<file path="src/rtl/dmem_arbiter.sv">
// rtl/dmem_arbiter.sv - shares the blockram port between the CPU load/store path and the VGA/debug reader
// Optional build macro: DMEM_ARB_RR_EN (round-robin arbitration instead of CPU priority with starvation override)
module dmem_arbiter #(
  parameter int ADDR_W      = 32,
  parameter int DATA_W      = 32,
  parameter int MEM_LATENCY = 1,
  parameter int STARVE_MAX  = 8
) (
  input  logic              clk,
  input  logic              resetn,
  input  logic              cpu_req,
  input  logic              cpu_we,
  input  logic [3:0]        cpu_be,
  input  logic [ADDR_W-1:0] cpu_addr,
  input  logic [DATA_W-1:0] cpu_wdata,
  output logic              cpu_ack,
  output logic [DATA_W-1:0] cpu_rdata,
  input  logic              vga_req,
  input  logic [ADDR_W-1:0] vga_addr,
  output logic              vga_ack,
  output logic [DATA_W-1:0] vga_rdata,
  output logic [ADDR_W-1:0] mem_addr,
  output logic [3:0]        mem_be,
  output logic [DATA_W-1:0] mem_wdata,
  output logic              mem_we,
  input  logic [DATA_W-1:0] mem_rdata
);

  typedef enum logic [1:0] {IDLE, ACCESS, RESP} state_t;

  localparam logic [2:0] LAT_LAST = 3'(MEM_LATENCY - 1);

  state_t     state;
  logic [2:0] lat_cnt;
  logic       grant_vga;
  logic       acc_we;
  logic       sel_vga;

`ifdef DMEM_ARB_RR_EN
  // Set when the CPU won the previous grant, so VGA goes first on a tie.
  logic rr_vga;
  always_comb sel_vga = vga_req && (!cpu_req || rr_vga);
`else
  logic [7:0] starve_cnt;
  always_comb sel_vga = vga_req && (!cpu_req || (starve_cnt == 8'(STARVE_MAX)));
`endif

  always_ff @(posedge clk or negedge resetn) begin
    if (!resetn) begin
      state     <= IDLE;
      lat_cnt   <= '0;
      grant_vga <= 1'b0;
      acc_we    <= 1'b0;
      cpu_ack   <= 1'b0;
      vga_ack   <= 1'b0;
      cpu_rdata <= '0;
      vga_rdata <= '0;
      mem_addr  <= '0;
      mem_be    <= '0;
      mem_wdata <= '0;
      mem_we    <= 1'b0;
`ifdef DMEM_ARB_RR_EN
      rr_vga    <= 1'b0;
`else
      starve_cnt <= '0;
`endif
    end else begin
      cpu_ack <= 1'b0;
      vga_ack <= 1'b0;
      case (state)
        IDLE: begin
          if (cpu_req || vga_req) begin
            state     <= ACCESS;
            lat_cnt   <= '0;
            grant_vga <= sel_vga;
            mem_addr  <= sel_vga ? vga_addr : cpu_addr;
            mem_wdata <= sel_vga ? '0 : cpu_wdata;
            mem_be    <= sel_vga ? 4'hF : cpu_be;
            mem_we    <= !sel_vga && cpu_we;
            acc_we    <= !sel_vga && cpu_we;
`ifdef DMEM_ARB_RR_EN
            rr_vga    <= !sel_vga;
`else
            if (sel_vga) begin
              starve_cnt <= '0;
            end else if (vga_req && (starve_cnt != 8'(STARVE_MAX))) begin
              starve_cnt <= starve_cnt + 8'd1;
            end
`endif
          end
        end
        ACCESS: begin
          // The write strobe is a single cycle; address and data stay put until RESP.
          mem_we  <= 1'b0;
          lat_cnt <= lat_cnt + 3'd1;
          if (lat_cnt == LAT_LAST) begin
            state  <= RESP;
            mem_be <= '0;
            if (grant_vga) begin
              vga_rdata <= mem_rdata;
              vga_ack   <= 1'b1;
            end else begin
              cpu_ack <= 1'b1;
              if (!acc_we) begin
                cpu_rdata <= mem_rdata;
              end
            end
          end
        end
        RESP:    state <= IDLE;
        default: state <= IDLE;
      endcase
    end
  end

endmodule

</file>
<file path="config.mk">
export PLATFORM = sky130hd
export DESIGN_NAME = dmem_arbiter
export DESIGN_NICKNAME = d
export VERILOG_FILES = /design/src/rtl/dmem_arbiter.sv
export SDC_FILE = /design/constraint.sdc
export NUM_CORES = 1
export LEC_CHECK = 0
export BUFFER_PORTS_ARGS = -buffer_cell sky130_fd_sc_hd__buf_2
export CELL_PAD_IN_SITES_DETAIL_PLACEMENT = 1
export CELL_PAD_IN_SITES_GLOBAL_PLACEMENT = 2
export CORE_ASPECT_RATIO = 1.1
export CORE_UTILIZATION = 26
export DETAILED_ROUTE_END_ITERATION = 10
export HOLD_SLACK_MARGIN = 0.03
export PLACE_DENSITY_LB_ADDON = 0.3
export SKIP_CTS_REPAIR_TIMING = 1
export SLEW_MARGIN = 5
export SYNTH_ARGS = -nofsm -noshare
export SYNTH_HDL_FRONTEND = slang
export SYNTH_SLANG_ARGS = --single-unit
</file>
<file path="constraint.sdc">
create_clock -name clk -period 1.76 [get_ports clk]
set_input_delay 0.352 -clock clk [delete_from_list [all_inputs] [get_ports clk]]
set_output_delay 0.352 -clock clk [all_outputs]
set_load 0.03 [all_outputs]
</file>
==> impl_metrics.py, run 1 <==
metrics = {
    "synth": {
        "yosysWarnings": 0,
        "synth_fa_ha_area_share_pct": 0.817,
        "avgSynthCellArea_um2": 11.7,
        "synth_seq_cells": 150,
        "synthMostInstantiatedCell": "dfrtp_1",
        "synth.top_cells.by_count": "150 x dfrtp_1, 73 x nand2_1, 65 x mux2_2",
        "yosys.area.top_type": "dfrtp_1",
        "dominantRegCellSynth": "dfrtp_1",
        "mappedNetlistArea_um2": 6130,
        "postSynthCellCount": 522,
        "netlist_top_cells_area": "dfrtp_1 61%, mux2_2 12%, mux2i_1 5.2%",
        "ys_types": 29,
        "synth_mux_area_share_pct": 17.2,
        "synth.top_cell.area_share_pct": 61.2,
        "syn-num-nets": 663,
        "synth-async-reset-ratio_pct": 100,
        "seq_area_frac_synth_pct": 61.2,
        "yosys.area_share.simple_pct": 12.0,
        "synth_compound_area_share_pct": 6.15,
        "synth-xor-area-share_pct": 0.143,
        "synth_edf_count": 0,
        "synth_top_family_by_area": "multiplexers",
    },
    "placement": {
        "portBuffers": 271,
        "dp_hpwl_um": 14400,
        "gp_congestion": 0.758,
    },
    "final_layout": {
        "antenna_cells": 0,
        "fill_cells": 2557,
        "multi_input_area_um2": 2670,
        "register_area_um2": 3750,
        "drive_gt1_share_pct": 56.9,
        "syn_to_final_growth_pct": 56.5,
        "nets": 988,
    },
    "cts": {
        "htree_levels": 4,
        "cts_tree": "done",
        "clk_pin_slew_worst_paths_ns": 0.07,
        "cts.sinks": 150,
        "cts_max_path_buffers": 2,
        "clock_latency_ns": 0.43,
        "clock-root-buffer": "clkbuf_16",
        "cts_buffers": 17,
    },
    "power": {
        "clockPowerShare_pct": 17.9,
        "p_sw_mw": 9.02,
        "cellPowerDensity_nw_per_um2": 2120,
        "p_leak_nw": 4.84,
        "p_seq_share_pct": 29.4,
        "power.total_mw": 20.4,
        "vdd_drop_max_mv": 0.851,
        "internal-power_mw": 11.3,
        "combPwrFrac_pct": 52.8,
        "switching_share_pct": 44.3,
    },
    "global_routing": {
        "grt_pass1_wl_um": 30400,
        "grt_max_degree": 43,
        "grt_use_total_pct": 16.3,
        "grt_pass1_vias": 5757,
        "antenna_found_initial": 1,
        "grt.overflow.total": 0,
    },
    "worst_hold_path": {
        "hold_path_end": "mem_wdata[29]",
        "hold_depth": 3,
        "min_from": "cpu_wdata[29]",
        "hp-class": "input port to flip-flop",
    },
    "timing": {
        "skew_ns": 0.0220,
        "slew_violations": 0,
        "worst_slack_ns": -0.153,
        "hold_viol": 0,
        "tightest_slew_ns": 0.528,
        "layout_worst_path_cycle_share_pct": 109,
        "fin_crit_ns": 1.91,
        "rsz0062_at_grt": "true",
        "whs_ns": 0.145,
        "finalSetupViolations": 96,
        "max_freq_mhz": 523,
        "slew_headroom_pct": 64.7,
    },
    "setup_path": {
        "cp.depth": 8,
        "crit_path_end_kind": "flip-flop",
        "start_kind": "flip-flop",
        "cp.arrival_ns": 2.23,
        "worstSetupPathType": "flip-flop to flip-flop",
        "slowest_delay_ns": 0.47,
        "worstReg2RegStart": "starve_cnt[0]",
        "crit_fanout": 7,
        "cpMaxStageDelayCell": "or4bb_4",
        "r2r_end": "mem_wdata[10]",
        "crit_buf_inv": 3,
        "regToRegSetupSlack_ns": -0.15,
        "reg2regPathDepth": 8,
        "crit_chain": "inv_2 > ha_4 > or4bb_4 > a2bb2oi_4 > buf_12 > clkbuf_16 > nand3_2 > nand2_1",
        "crit_family": "simple AND/OR/NAND/NOR gates",
        "worstPathRequired_ns": 2.08,
    },
    "drt": {
        "wirelength_um": 20800,
        "viasPerCell": 4.57,
        "dr.first_iter.drc_count": 166,
        "wl_per_cell_um": 18.0,
        "via_count": 5305,
        "drc": 0,
        "postRouteAntennaNets": 0,
        "drt-pass1-iter-count": 4,
    },
    "die": {
        "die_w_um": 148,
        "die_h_um": 163,
        "std_cell_rows": 58,
        "die_area_um2": 24200,
        "initial_utilization_pct": 26.6,
        "core_um2": 23000,
        "num_io_pins": 272,
    },
    "job": {
        "max-cap-violations": 0,
    },
    "outcome": {
        "violations": "negative setup slack",
        "status": "complete, but fails checks",
    },
}
-- registers in the layout (all words and copies together) (netlist names), 2 cells and up --
register / flops
state: 2
lat_cnt: 3
cpu_rdata: 32
starve_cnt: 8
mem_wdata: 32
vga_rdata: 32
mem_addr: 32
mem_be: 4
-- layer usage --
| layer | GRT usage [%] | vias to the layer above | part of all wire [%] |
|---|---|---|---|
| met2 | 27.8 | 215 | 50 |
| met3 | 5.59 | 17 | 7.4 |
| li1 | - | 2450 | - |
| met4 | 5.25 | 2 | 1.2 |
| met1 | 19.1 | 2621 | 41 |
| met5 | 0 | - | 0.062 |
-- cells by family after synthesis --
family | Yosys count
AND/OR/NAND/NOR | 169
adder cells (fa/ha/maj) | 4
flip-flops | 150
multiplexers | 97
buffers and inverters | 37
AO/OA/AOI/OAI | 64
XOR/XNOR | 1
-- how the worst max path moves through the flow --
stage	from	to	slack (ns)
finish	starve_cnt[0]	mem_wdata[10]	-0.15
detailed placement	starve_cnt[0]	mem_addr[4]	-0.20
global placement	lat_cnt[1]	cpu_rdata[14]	-0.09
global route	starve_cnt[0]	mem_addr[13]	-0.21
CTS	starve_cnt[0]	mem_addr[4]	-0.20
floorplan	starve_cnt[5]	starve_cnt[4]	-0.07
-- layout by cell type (no fill, tap or decap), types with 4 or more instances in the layout --
| cell | count |
|---|---|
| inv_1 | 6 |
| mux2_4 | 33 |
| mux2_2 | 32 |
| a22o_1 | 6 |
| nor2_1 | 41 |
| buf_6 | 5 |
| nand3_1 | 7 |
| o21ai_2 | 4 |
| nor3_1 | 4 |
| dfrtp_1 | 150 |
| buf_4 | 34 |
| nand2_1 | 67 |
| inv_6 | 4 |
| o21ai_0 | 4 |
| buf_2 | 270 |
| nand3_2 | 27 |
| clkbuf_16 | 23 |
| a21oi_1 | 38 |
| mux2i_1 | 31 |
| clkinv_4 | 4 |
| nand2_2 | 5 |
| buf_12 | 16 |
-- worst register-to-register path: stages (launching register included) --
cell and delay, ns:
dfrtp_1 0.40, inv_2 0.09, ha_4 0.13, or4bb_4 0.47, a2bb2oi_4 0.24, buf_12 0.20
clkbuf_16 0.17, nand3_2 0.07, nand2_1 0.05
-- through the flow --
step	cells	area, µm²	setup WS [ns]	setup TNS, ns	util (%)
after CTS	1137	8840	-0.198	-15.51	38.4
after floorplan	522	6160	-0.0697	-2.24	-
final	1160	9590	-0.153	-7.81	41.7
after global placement	1105	8260	-0.0876	-6.10	35.9
after detailed placement	1105	8260	-0.195	-14.04	35.9
after global routing	1160	9590	-0.206	-13.17	41.7
-- final cells by class --
cell class	count	share of cell area, %
multi-input cells	335	27.9
repair buffers	334	22.7
clock buffers	19	4.62
flip-flops and latches	150	39.1
inverters	9	0.352
clock inverters	13	1.44
well taps	300	3.91
-- power by group through the flow --
stage / sequential (mW) / clock (mW) / combinational, mW
detailed placement: 6.01 / 0 / 9.47
finish: 5.98 / 3.63 / 10.7
floorplan: 8.98 / 0 / 2.98
global route: 6.20 / 3.89 / 11.5
CTS: 5.97 / 3.75 / 9.46
global placement: 5.90 / 0 / 9.23
Power figures use the tool's default switching activity.
==> run 2, diff against run 1 <==
BUFFER_PORTS_ARGS = not set   (was -buffer_cell sky130_fd_sc_hd__buf_2)
CAP_MARGIN = 25   (was not set)
CORE_MARGIN = 4   (was not set)
CORE_UTILIZATION = 34   (was 26)
DONT_BUFFER_PORTS = 1   (was not set)
==> run 2 against run 1 <==
Compared with the run above: the run ends with negative hold slack, negative setup slack left; via count shrank 22%; final cell count shrank 31%; clock power shrank 2%; clock skew shrank 0.0080 ns; cell area shrank 20%; non-clock buffer count shrank 297; utilization grew 1.8 points; first-iteration DRC count shrank 25%; sequential power grew 58%; critical path type unchanged; highest routed layer is now met4.
==> impl_metrics.py, run 2 (synthesized netlist as in run 1, its figures left out) <==
metrics = {
    "outcome": {
        "status": "complete, but fails checks",
        "violations": "negative hold slack, negative setup slack",
    },
    "job": {
        "max-cap-violations": 0,
    },
    "die": {
        "std_cell_rows": 51,
        "initial_utilization_pct": 34.7,
        "die_area_um2": 20200,
        "die_h_um": 149,
        "die_w_um": 136,
        "core_um2": 17700,
        "num_io_pins": 272,
    },
    "setup_path": {
        "crit_chain": "or4b_4 > o41ai_4 > buf_6 > o21ai_1 > a22o_1",
        "crit_path_end_kind": "flip-flop",
        "cp.depth": 5,
        "crit_fanout": 7,
        "start_kind": "flip-flop",
        "cp.arrival_ns": 2.23,
        "worstPathRequired_ns": 2.06,
        "reg2regPathDepth": 5,
        "worstSetupPathType": "flip-flop to flip-flop",
        "slowest_delay_ns": 0.57,
        "crit_buf_inv": 1,
        "crit_family": "compound AO/OA/AOI/OAI gates",
        "cpMaxStageDelayCell": "or4b_4",
        "worstReg2RegStart": "starve_cnt[2]",
        "worstSetupStartpoint": "starve_cnt[2]",
    },
    "global_routing": {
        "grt_use_total_pct": 15.7,
        "grt_max_degree": 151,
        "antenna_found_initial": 0,
        "grt_pass1_wl_um": 24900,
        "grt_pass1_vias": 4563,
        "grt.overflow.total": 0,
    },
    "final_layout": {
        "drive_gt1_share_pct": 29.5,
        "final_cell_mix": "150 x dfrtp_1, 71 x nand2_1, 41 x nor2_1",
        "fin_cells": 801,
        "syn_to_final_growth_pct": 25.3,
        "final_common_cell": "dfrtp_1",
        "antenna_cells": 0,
        "nets": 691,
        "register_area_um2": 3750,
        "stdcell_area_um2": 7680,
        "fill_cells": 1865,
        "multi_input_area_um2": 2510,
    },
    "drt": {
        "wl_met1_um": 6340,
        "viasPerCell": 5.16,
        "via_count": 4137,
        "wirelength_um": 17600,
        "postRouteAntennaNets": 0,
        "wl_per_cell_um": 22.0,
        "wl_met3_um": 2020,
        "wl_met2_um": 8930,
        "drc": 0,
        "dr.first_iter.drc_count": 124,
        "drt-pass1-iter-count": 4,
        "top_layer": "met4",
    },
    "cts": {
        "clk_pin_slew_worst_paths_ns": 0.06,
        "clock_latency_ns": 0.42,
        "cts_max_path_buffers": 2,
        "cts_tree": "done",
        "htree_levels": 4,
        "clock-root-buffer": "clkbuf_16",
        "cts.sinks": 150,
        "cts_buffers": 17,
    },
    "power": {
        "clockPowerShare_pct": 19.7,
        "p_leak_nw": 3.54,
        "combPwrFrac_pct": 27.9,
        "p_seq_share_pct": 52.4,
        "p_sw_mw": 8.24,
        "switching_share_pct": 45.7,
        "vdd_drop_max_mv": 0.897,
        "cellPowerDensity_nw_per_um2": 2350,
        "internal-power_mw": 9.79,
    },
    "placement": {
        "gp_congestion": 0.779,
        "dp.cells": 755,
        "place_ws_ns": -0.176,
        "place_area_um2": 6600,
        "portBuffers": 0,
        "dp_hpwl_um": 11700,
    },
    "timing": {
        "rsz0062_at_grt": "true",
        "slew_violations": 0,
        "tightest_slew_ns": 0.523,
        "finalSetupViolations": 98,
        "layout_worst_path_cycle_share_pct": 110,
        "whs_ns": -0.372,
        "hold_viol": 150,
        "fin_tns_setup_ns": -10.53,
        "slew_headroom_pct": 65.0,
        "max_freq_mhz": 519,
        "fin_crit_ns": 1.93,
        "worst_slack_ns": -0.169,
        "skew_ns": 0.0140,
    },
    "worst_hold_path": {
        "hp-class": "input port to async pin",
    },
}
## run 2: layout make-up
| cell class | count | area share, % |
|---|---|---|
| Sequential cell | 150 | 48.9 |
| Inverter | 9 | 0.440 |
| Clock buffer | 19 | 5.77 |
| Clock inverter | 13 | 1.76 |
| Tap cell | 238 | 3.88 |
| Timing Repair Buffer | 37 | 6.53 |
| Multi-Input combinational cell | 335 | 32.7 |
## run 2: through the flow
stage	total power, mW	util [%]	hold WS [ns]
2_1_floorplan	12.0	-	0.0564
3_3_place_gp	13.2	37.3	0.0599
3_5_place_dp	13.5	37.3	0.0602
4_1_cts	17.1	40.6	-0.398
5_1_grt	19.0	43.4	-0.408
6_report	18.0	43.4	-0.372
## run 2: routing by layer
layer  global-route usage [%]  vias to the layer above
li1                         -                     1849
met1                     16.7                     2061
met2                     27.2                      208
met3                     7.76                       19
met4                     5.09                        0
met5                        0                        -
## run 2: worst register-to-register path, delay by kind of cell (launching register included)
| family | cells | cell delay (ns) |
|---|---|---|
| compound gates | 3 | 0.67 |
| simple gates | 1 | 0.57 |
| flops | 1 | 0.39 |
| buf+inv | 1 | 0.19 |
## run 2: power by group through the flow
| stage | Clock (mW) | Combinational, mW | Sequential (mW) |
|---|---|---|---|
| 2_1_floorplan | 0 | 2.98 | 8.98 |
| 3_3_place_gp | 0 | 3.77 | 9.44 |
| 3_5_place_dp | 0 | 4.00 | 9.50 |
| 4_1_cts | 3.67 | 4.00 | 9.46 |
| 5_1_grt | 3.83 | 5.52 | 9.65 |
| 6_report | 3.56 | 5.02 | 9.45 |
## run 2: worst paths after layout
path,end,slack (ns)
max in group asynchronous,starve_cnt[6],1.98
worst min-delay path,cpu_rdata[16],-0.37
min in group clk,mem_wdata[18],0.05
worst max-delay path,starve_cnt[5],-0.17
worst max register to register,starve_cnt[5],-0.17
worst min register to register,acc_we,0.54
